--- config.mk ---
export PLATFORM = sky130hd
export DESIGN_NAME = riscv_retire_tracker
export DESIGN_NICKNAME = d
export VERILOG_FILES = /design/src/rtl/riscv_retire_tracker.sv
export SDC_FILE = /design/constraint.sdc
export NUM_CORES = 1
export LEC_CHECK = 0
export ABC_AREA = 1
export BUFFER_PORTS_ARGS = -buffer_cell sky130_fd_sc_hd__buf_2
export CAP_MARGIN = 20
export CORE_MARGIN = 3
export CORE_UTILIZATION = 54
export DETAILED_ROUTE_END_ITERATION = 12
export PLACE_DENSITY = 0.86
export SLEW_MARGIN = 5
export SYNTH_ARGS = -nofsm -noshare
export SYNTH_HDL_FRONTEND = slang
export SYNTH_SLANG_ARGS = --single-unit
--- constraint.sdc ---
create_clock -name CLK -period 2.5 [get_ports CLK]
set_input_delay 0 -clock CLK [delete_from_list [all_inputs] [get_ports CLK]]
set_output_delay 0 -clock CLK [all_outputs]
set_load 0.01 [all_outputs]
--- src/rtl/riscv_retire_tracker.sv ---
// Retirement tracker: counts retired instructions and cycles, mirrors the last
// architectural result, and detects the two-instruction halt sequence.
//
// state    | meaning
// ---------+------------------------------------------------------------
// S_RUN    | normal retirement, waiting for the arming instruction
// S_ARMED  | arming instruction retired, the next retirement decides halt
// S_HALTED | program finished; counters and result frozen until RST
module riscv_retire_tracker #(
    parameter logic [31:0] P_NUM_INST_INIT = 32'h0000_0000
) (
    input  logic        CLK,
    input  logic        RST,
    input  logic        WB_VALID,
    input  logic [31:0] WB_INST,
    input  logic        WB_RF_WE,
    input  logic [31:0] WB_WD,
    input  logic        WB_IS_STORE,
    input  logic [31:0] WB_ADDR,
    input  logic        WB_IS_BRANCH,
    input  logic        WB_BR_TAKEN,
    output logic [31:0] NUM_INST,
    output logic [31:0] OUTPUT_PORT,
    output logic        HALT,
    output logic [31:0] CYCLE_CNT
);

    localparam logic [31:0] INST_ARM  = 32'h00c0_0093;
    localparam logic [31:0] INST_DONE = 32'h0000_8067;

    typedef enum logic [1:0] {
        S_RUN    = 2'd0,
        S_ARMED  = 2'd1,
        S_HALTED = 2'd2
    } state_t;

    state_t      r_state;
    state_t      w_state_nxt;
    logic [31:0] r_num_inst;
    logic [31:0] r_output;
    logic [31:0] r_cycle_cnt;

    logic        w_active;
    logic        w_retire;
    logic        w_completes;
    logic        w_halt;

    always_ff @(posedge CLK) begin
        if (RST) begin
            r_state <= S_RUN;
        end else begin
            r_state <= w_state_nxt;
        end
    end

    always_comb begin
        w_state_nxt = r_state;
        case (r_state)
            S_RUN: begin
                if (WB_VALID && (WB_INST == INST_ARM)) begin
                    w_state_nxt = S_ARMED;
                end
            end
            S_ARMED: begin
                if (WB_VALID) begin
                    if (WB_INST == INST_DONE) begin
                        w_state_nxt = S_HALTED;
                    end else if (WB_INST != INST_ARM) begin
                        w_state_nxt = S_RUN;
                    end
                end
            end
            S_HALTED: w_state_nxt = S_HALTED;
            default:  w_state_nxt = S_RUN;
        endcase
    end

    always_comb begin
        w_active    = 1'b0;
        w_completes = 1'b0;
        w_halt      = 1'b0;
        case (r_state)
            S_RUN:    w_active = 1'b1;
            S_ARMED: begin
                w_active    = 1'b1;
                w_completes = WB_VALID && (WB_INST == INST_DONE);
            end
            S_HALTED: w_halt = 1'b1;
            default:  w_active = 1'b0;
        endcase
    end

    assign w_retire = w_active && WB_VALID;

    // The completing retirement is counted but leaves the result untouched.
    always_ff @(posedge CLK) begin
        if (RST) begin
            r_num_inst  <= P_NUM_INST_INIT;
            r_output    <= 32'h0;
            r_cycle_cnt <= 32'h0;
        end else if (w_active) begin
            r_cycle_cnt <= r_cycle_cnt + 32'd1;
            if (w_retire) begin
                if (r_num_inst != 32'hFFFF_FFFF) begin
                    r_num_inst <= r_num_inst + 32'd1;
                end
                if (!w_completes) begin
                    if (WB_RF_WE) begin
                        r_output <= WB_WD;
                    end else if (WB_IS_STORE) begin
                        r_output <= WB_ADDR;
                    end else if (WB_IS_BRANCH) begin
                        r_output <= {31'b0, WB_BR_TAKEN};
                    end
                end
            end
        end
    end

    assign NUM_INST    = r_num_inst;
    assign OUTPUT_PORT = r_output;
    assign CYCLE_CNT   = r_cycle_cnt;
    assign HALT        = w_halt;

endmodule

[Yosys cells after proc, flatten, opt, wreduce, memory -nomap -nowiden]
Index checks and enable logic that the tools add are counted.
Storage, ports and cells
  flip-flop bits (word level): 98
  output and inout port bits: 97
  logic and storage cells: 36
Cells by class
  add/sub/neg operators: 2
  eq/ne operators: 9
  multiplexer cells: 11
  bitwise gates (word level): 1
  reductions and logical operators: 9
Operator list (count)
  2-to-1 mux 32 bit: 3
  adder 32 x 1 -> 32 bit, second input constant: 2
  equality test 32 x 16 -> 1 bit, second input constant: 1
  equality test 32 x 24 -> 1 bit, second input constant: 1
  inequality test 32 x 24 -> 1 bit, second input constant: 1
  inequality test 32 bit, second input constant: 1
  2-to-1 mux 2 bit: 4
  case mux 2 bit (3 select lines): 1
  AND reduction 3 bit: 2
  inequality test 2 bit, second input constant: 2
  AND reduction 4 bit: 1
  logical AND 1 bit: 3
  2-to-1 mux 1 bit: 3
  inequality test 3 bit, second input constant: 1
  nonzero test 3 bit: 1
  equality test 2 x 1 -> 1 bit, second input constant: 1
  equality test 2 bit, second input constant: 1
  zero test 2 bit: 1
  OR reduction 2 bit: 1
  NOT 1 bit: 1

[Depth between registers and ports, before layout]
  depth after elaboration: 5
  mapped depth: 11

[Worst setup path before layout]
Ideal clock, no wire load.
  path type: register to register
  from: register r_num_inst[1], in the netlist NUM_INST[1]
  to: register r_num_inst[23], in the netlist NUM_INST[23]
  data arrival time: 1598 ps
  path slack: 759 ps
  cell stages (with the launch flop): 12
  path buffers: 1
  clock period less this slack: 1741 ps
  cell sequence: dfxtp_1 ha_1 inv_2 nor2_4 nand2_4 nor2_8 nand2_4 nand2_8 inv_4 buf_6 nand2_1 a21oi_2
On the way
  cells in the longest elaborated chain, start to end: 2
  elaborated cells between the ends (all ways): 3
  classes of those cells: add/sub: 1; eq/ne: 1; reduce/logical: 1
Ends and longest elaborated chain
  start, declared: line 39  | logic [31:0] r_num_inst;
  start signal, assigned: line 105  | r_num_inst <= r_num_inst + 32'd1;
  branches (longest 2 deep; another with adder 32 x 1 -> 32 bit)
Several ways; the timed one is not identified.
A chain may end at the register's enable or synchronous reset.

[Worst setup path in the final report]
  from: register r_num_inst[1], in the netlist NUM_INST[1]
  to: register r_num_inst[29], in the netlist NUM_INST[29]
The elaborated chain is that of the path after synthesis.

==> impl_metrics.prom <==
# TYPE chip_impl_metric gauge
chip_impl_info{name="cpMostUsedCell",value="sky130_fd_sc_hd__nand2_4"} 1
chip_impl_metric{name="dr_total_vias",unit=""} 6363
chip_impl_metric{name="hold_buffers",unit=""} 16
chip_impl_metric{name="clkLatencyLatePin",unit="ns"} 0.36
chip_impl_info{name="worst_setup_path_start_kind",value="flop"} 1
chip_impl_metric{name="post_layout_nonfiller_instances",unit=""} 1243
chip_impl_metric{name="maximum_vdd_ir_drop",unit="mV"} 0.358
chip_impl_metric{name="vias_per_cell",unit=""} 5.12
chip_impl_metric{name="clk_path_buf_depth",unit=""} 2
chip_impl_metric{name="worst_pin_slew",unit="ns"} 0.655
chip_impl_metric{name="final.setup_skew",unit="ns"} 0.0101
chip_impl_metric{name="place.detailed.instances",unit=""} 1211
chip_impl_metric{name="design_area",unit="mm2"} 0.00707
chip_impl_metric{name="clock.fmax",unit="GHz"} 0.508
chip_impl_metric{name="postCtsSetupRepairBufs",unit=""} 0
chip_impl_info{name="clk_root_buffer_cell",value="sky130_fd_sc_hd__clkbuf_8"} 1
chip_impl_metric{name="drv_cap",unit=""} 0
chip_impl_metric{name="diodes",unit=""} 0
chip_impl_metric{name="cts-resized-gates",unit=""} 0
chip_impl_metric{name="power.static_leakage",unit="uW"} 0.00327
chip_impl_metric{name="fp.dieW",unit="um"} 108
chip_impl_metric{name="detailed_place.area",unit="mm2"} 0.00672
chip_impl_metric{name="final_count_of_hold_timing_violations",unit=""} 0
chip_impl_metric{name="ys_async_sr_fraction",unit=""} 0
chip_impl_metric{name="ys_types",unit=""} 35
chip_impl_info{name="crit_type",value="reg -> reg"} 1
chip_impl_metric{name="cts.sink_count",unit=""} 98
chip_impl_metric{name="slew-limit-headroom",unit=""} 0.560
chip_impl_info{name="cp-end-kind",value="flop"} 1
chip_impl_info{name="netlist_top_cells_area",value="sky130_fd_sc_hd__dfxtp_1, sky130_fd_sc_hd__nand2_1, sky130_fd_sc_hd__nor2_1, sky130_fd_sc_hd__nand3_1, sky130_fd_sc_hd__inv_1"} 1
chip_impl_metric{name="initial_drt_markers",unit=""} 481
chip_impl_metric{name="die_height",unit="um"} 108
chip_impl_metric{name="synth-seq-area-share",unit=""} 0.348
chip_impl_metric{name="drt_pass1_iterations",unit=""} 5
chip_impl_metric{name="arrival",unit="ns"} 2.20
chip_impl_metric{name="timing.final.crit_share",unit=""} 0.787
chip_impl_info{name="setup_repair_after_global_routing_missed_its_margin",value="false"} 1
chip_impl_metric{name="grt_pass1_wl",unit="um"} 26500
chip_impl_metric{name="first_global_vias",unit=""} 5711
chip_impl_metric{name="final_core_util",unit=""} 0.710
chip_impl_metric{name="number_of_enable_flip_flop_cells_after_synthesis",unit=""} 0
chip_impl_metric{name="gr_util_all_layers",unit=""} 0.280
chip_impl_metric{name="report.power.total",unit="uW"} 3040
chip_impl_info{name="clock_tree_from_tritoncts",value="yes"} 1
chip_impl_metric{name="critPathRequiredTime",unit="ns"} 2.74
chip_impl_info{name="outcome",value="finished clean"} 1
chip_impl_metric{name="power_frac_comb",unit=""} 0.142
chip_impl_metric{name="switching_fraction_of_total_power",unit=""} 0.277
chip_impl_metric{name="clock_tree.htree_level_count",unit=""} 3
chip_impl_metric{name="n_fill_cell",unit=""} 891
chip_impl_metric{name="numCtsBuffers",unit=""} 9
chip_impl_metric{name="area_delta_synth_final",unit="%"} 25.4
chip_impl_metric{name="finalCriticalPeriod",unit="ns"} 1.97
chip_impl_metric{name="net-switching-power",unit="uW"} 842
chip_impl_metric{name="average_cell_area_after_synthesis",unit="um2"} 6.27
chip_impl_metric{name="postSynthRegisterBits",unit=""} 98
chip_impl_metric{name="synth_compound_gate_area_share",unit=""} 0.116
chip_impl_info{name="min_delay_path_class",value="in -> reg"} 1
chip_impl_metric{name="routed_wire_length_per_instance",unit="um"} 13.7
chip_impl_metric{name="route.final.wire_length",unit="um"} 17100
chip_impl_metric{name="io-pin-count",unit=""} 200
chip_impl_metric{name="initial_cell_density_of_the_core",unit=""} 0.566
chip_impl_metric{name="count_of_antenna_violating_nets_left_after_detailed_routing",unit=""} 0
chip_impl_metric{name="share_of_post_route_cells_with_drive_strength_above_1",unit=""} 0.239
chip_impl_metric{name="clkSlewWorstSetupHoldPaths",unit="ns"} 0.10
chip_impl_metric{name="syn-instance-count",unit=""} 899
chip_impl_metric{name="die_area",unit="mm2"} 0.0117
chip_impl_metric{name="synth.top_cell.area_share",unit=""} 0.348
chip_impl_metric{name="pin_count_of_the_biggest_net_entering_global_routing",unit=""} 38
chip_impl_info{name="synth_top_family_by_area",value="simple AND/OR/NAND/NOR gates"} 1
chip_impl_metric{name="mux_contribution_to_synthesized_area",unit=""} 0
chip_impl_metric{name="io_buffer_count",unit=""} 199
chip_impl_info{name="critical_path.slowest_cell",value="sky130_fd_sc_hd__dfxtp_1"} 1
chip_impl_metric{name="clockPowerShare",unit=""} 0.320
chip_impl_metric{name="finalSetupViolCount",unit=""} 0
chip_impl_info{name="timing.critical_path.cells",value="ha_1 -> inv_2 -> nor2_4 -> nand2_4 -> nor2_8 -> nand2_4 -> nand2_8 -> inv_4 -> nand2_1 -> a21oi_2"} 1
chip_impl_metric{name="sequential_power_share",unit=""} 0.538
chip_impl_info{name="leading_area_contributor_after_synthesis",value="sky130_fd_sc_hd__dfxtp_1"} 1
chip_impl_metric{name="rows",unit=""} 36
chip_impl_metric{name="syn_nets",unit=""} 1004
chip_impl_info{name="yosys_most_used_dff",value="sky130_fd_sc_hd__dfxtp_1"} 1
chip_impl_metric{name="gr-total-overflow",unit=""} 0
chip_impl_metric{name="critical_path_buf_inv_count",unit=""} 2
chip_impl_metric{name="grt_antenna_before_repair",unit=""} 0
chip_impl_metric{name="drc_errors",unit=""} 0
chip_impl_metric{name="totalNegativeSetupSlack",unit="ns"} 0
chip_impl_metric{name="syn-cell-area",unit="mm2"} 0.00564
chip_impl_metric{name="place_congestion",unit=""} 0.922
chip_impl_metric{name="yosys.area_share.simple",unit=""} 0.421
chip_impl_metric{name="dpl_wire_length",unit="um"} 12600
chip_impl_metric{name="critPathMaxStageDelay",unit="ns"} 0.41
chip_impl_metric{name="internal_cell_power",unit="uW"} 2200
chip_impl_metric{name="synth_xor_area_frac",unit=""} 0.0264
chip_impl_metric{name="power_density",unit="mW/mm2"} 430
chip_impl_metric{name="maxSlewViolCount",unit=""} 0
chip_impl_metric{name="yosysWarnings",unit=""} 0
chip_impl_info{name="critical_path.top_delay_family",value="simple AND/OR/NAND/NOR gates"} 1
chip_impl_metric{name="synth-adder-area-share",unit=""} 0.00444
chip_impl_metric{name="cp_max_fo",unit=""} 27
chip_impl_metric{name="final_layout_net_count",unit=""} 1210
chip_impl_metric{name="coreArea",unit="mm2"} 0.00995
cell type report:
cell class | instances | area, um2 | area share
sequential | 98 | 1960 | 0.278
inverter | 83 | 315 | 0.0446
tap | 133 | 166 | 0.0235
clock buffer | 10 | 138 | 0.0195
multi-input combinational | 688 | 3210 | 0.454
clock inverter | 6 | 50.0 | 0.00708
timing repair buffer | 225 | 1230 | 0.174
routing by layer:
| metal | GRT usage | share of wire |
|---|---|---|
| met1 | 0.340 | 0.42 |
| met2 | 0.487 | 0.48 |
| met3 | 0.0501 | 0.070 |
| met4 | 0.116 | 0.031 |
| met5 | 0 | 0 |
flip-flops by register name, summed over array words and instances, names as in the netlist:
signal       cells
r_state          2
CYCLE_CNT       32
OUTPUT_PORT     32
NUM_INST        32
kinds of logic (layout without fill, tap and decap cells):
family	after synthesis	in the layout
buffers and inverters	113	324
AOI/OAI and AO/OA	98	98
adders and majority gates	2	2
xor gates and xnor gates	17	17
DFF	98	98
and+or+nand+nor	571	571
cells in the final DEF, fill, tap and decap left out, types with 2 or more instances in the layout:
master and instances:
sky130_fd_sc_hd__a21oi_1 21, sky130_fd_sc_hd__a21oi_2 20, sky130_fd_sc_hd__a22oi_1 31, sky130_fd_sc_hd__buf_2 199, sky130_fd_sc_hd__buf_4 10, sky130_fd_sc_hd__clkbuf_8 10
sky130_fd_sc_hd__clkinv_4 2, sky130_fd_sc_hd__clkinvlp_4 2, sky130_fd_sc_hd__dfxtp_1 98, sky130_fd_sc_hd__dlygate4sd3_1 16, sky130_fd_sc_hd__ha_1 2, sky130_fd_sc_hd__inv_1 77
sky130_fd_sc_hd__inv_2 3, sky130_fd_sc_hd__inv_6 2, sky130_fd_sc_hd__nand2_1 261, sky130_fd_sc_hd__nand2_4 2, sky130_fd_sc_hd__nand3_1 68, sky130_fd_sc_hd__nand4_1 17
sky130_fd_sc_hd__nor2_1 196, sky130_fd_sc_hd__nor2_2 7, sky130_fd_sc_hd__nor2_4 3, sky130_fd_sc_hd__nor3_1 12, sky130_fd_sc_hd__o21a_1 2, sky130_fd_sc_hd__o21ai_0 21
sky130_fd_sc_hd__xnor2_1 10, sky130_fd_sc_hd__xor2_1 7
worst paths after layout:
path,from,endpoint,slack (ns),cells after the start
max,NUM_INST[1],NUM_INST[29],0.53,10
min,WB_ADDR[8],OUTPUT_PORT[8],0.002,5
max reg2reg,NUM_INST[1],NUM_INST[29],0.53,10
min reg2reg,OUTPUT_PORT[3],OUTPUT_PORT[3],0.48,2
cell usage after synthesis, types with 2 or more instances:
master and n:
sky130_fd_sc_hd__dfxtp_1 98, sky130_fd_sc_hd__clkbuf_1 16, sky130_fd_sc_hd__xor2_1 7, sky130_fd_sc_hd__a21oi_1 21
sky130_fd_sc_hd__o21ai_0 21, sky130_fd_sc_hd__xnor2_1 10, sky130_fd_sc_hd__nand2_4 2, sky130_fd_sc_hd__a22oi_1 31
sky130_fd_sc_hd__o21a_1 2, sky130_fd_sc_hd__nand3_1 68, sky130_fd_sc_hd__nor2_1 198, sky130_fd_sc_hd__buf_4 3
sky130_fd_sc_hd__nor3_1 12, sky130_fd_sc_hd__nand2_1 261, sky130_fd_sc_hd__buf_2 4, sky130_fd_sc_hd__nor2_2 5
sky130_fd_sc_hd__buf_6 4, sky130_fd_sc_hd__nand4_1 17, sky130_fd_sc_hd__inv_2 3, sky130_fd_sc_hd__buf_1 3
sky130_fd_sc_hd__nor2_4 3, sky130_fd_sc_hd__a21oi_2 20, sky130_fd_sc_hd__ha_1 2, sky130_fd_sc_hd__inv_1 77
worst reg2reg max path, stage by stage, from the launching register on:
cell	delay (ns)
sky130_fd_sc_hd__dfxtp_1	0.41
sky130_fd_sc_hd__ha_1	0.31
sky130_fd_sc_hd__inv_2	0.07
sky130_fd_sc_hd__nor2_4	0.18
sky130_fd_sc_hd__nand2_4	0.10
sky130_fd_sc_hd__nor2_8	0.16
sky130_fd_sc_hd__nand2_4	0.10
sky130_fd_sc_hd__nand2_8	0.18
sky130_fd_sc_hd__inv_4	0.15
sky130_fd_sc_hd__nand2_1	0.13
sky130_fd_sc_hd__a21oi_2	0.05
power groups by stage:
stage	combinational (uW)	sequential [uW]	clock, uW
global placement	397	1670	0
global route	477	1640	1060
detailed placement	402	1670	0
finish	431	1630	974
CTS	425	1630	1000
floorplan	206	1690	0
stage by stage:
stage          hold WS (ns)  worst slack [ns]
2_1_floorplan         0.174             0.759
3_3_place_gp          0.319             0.637
3_5_place_dp          0.320             0.553
4_1_cts            0.000440             0.528
5_1_grt              0.0111             0.348
6_report            0.00221             0.533
Note: power is estimated with default switching activity, not from simulation.
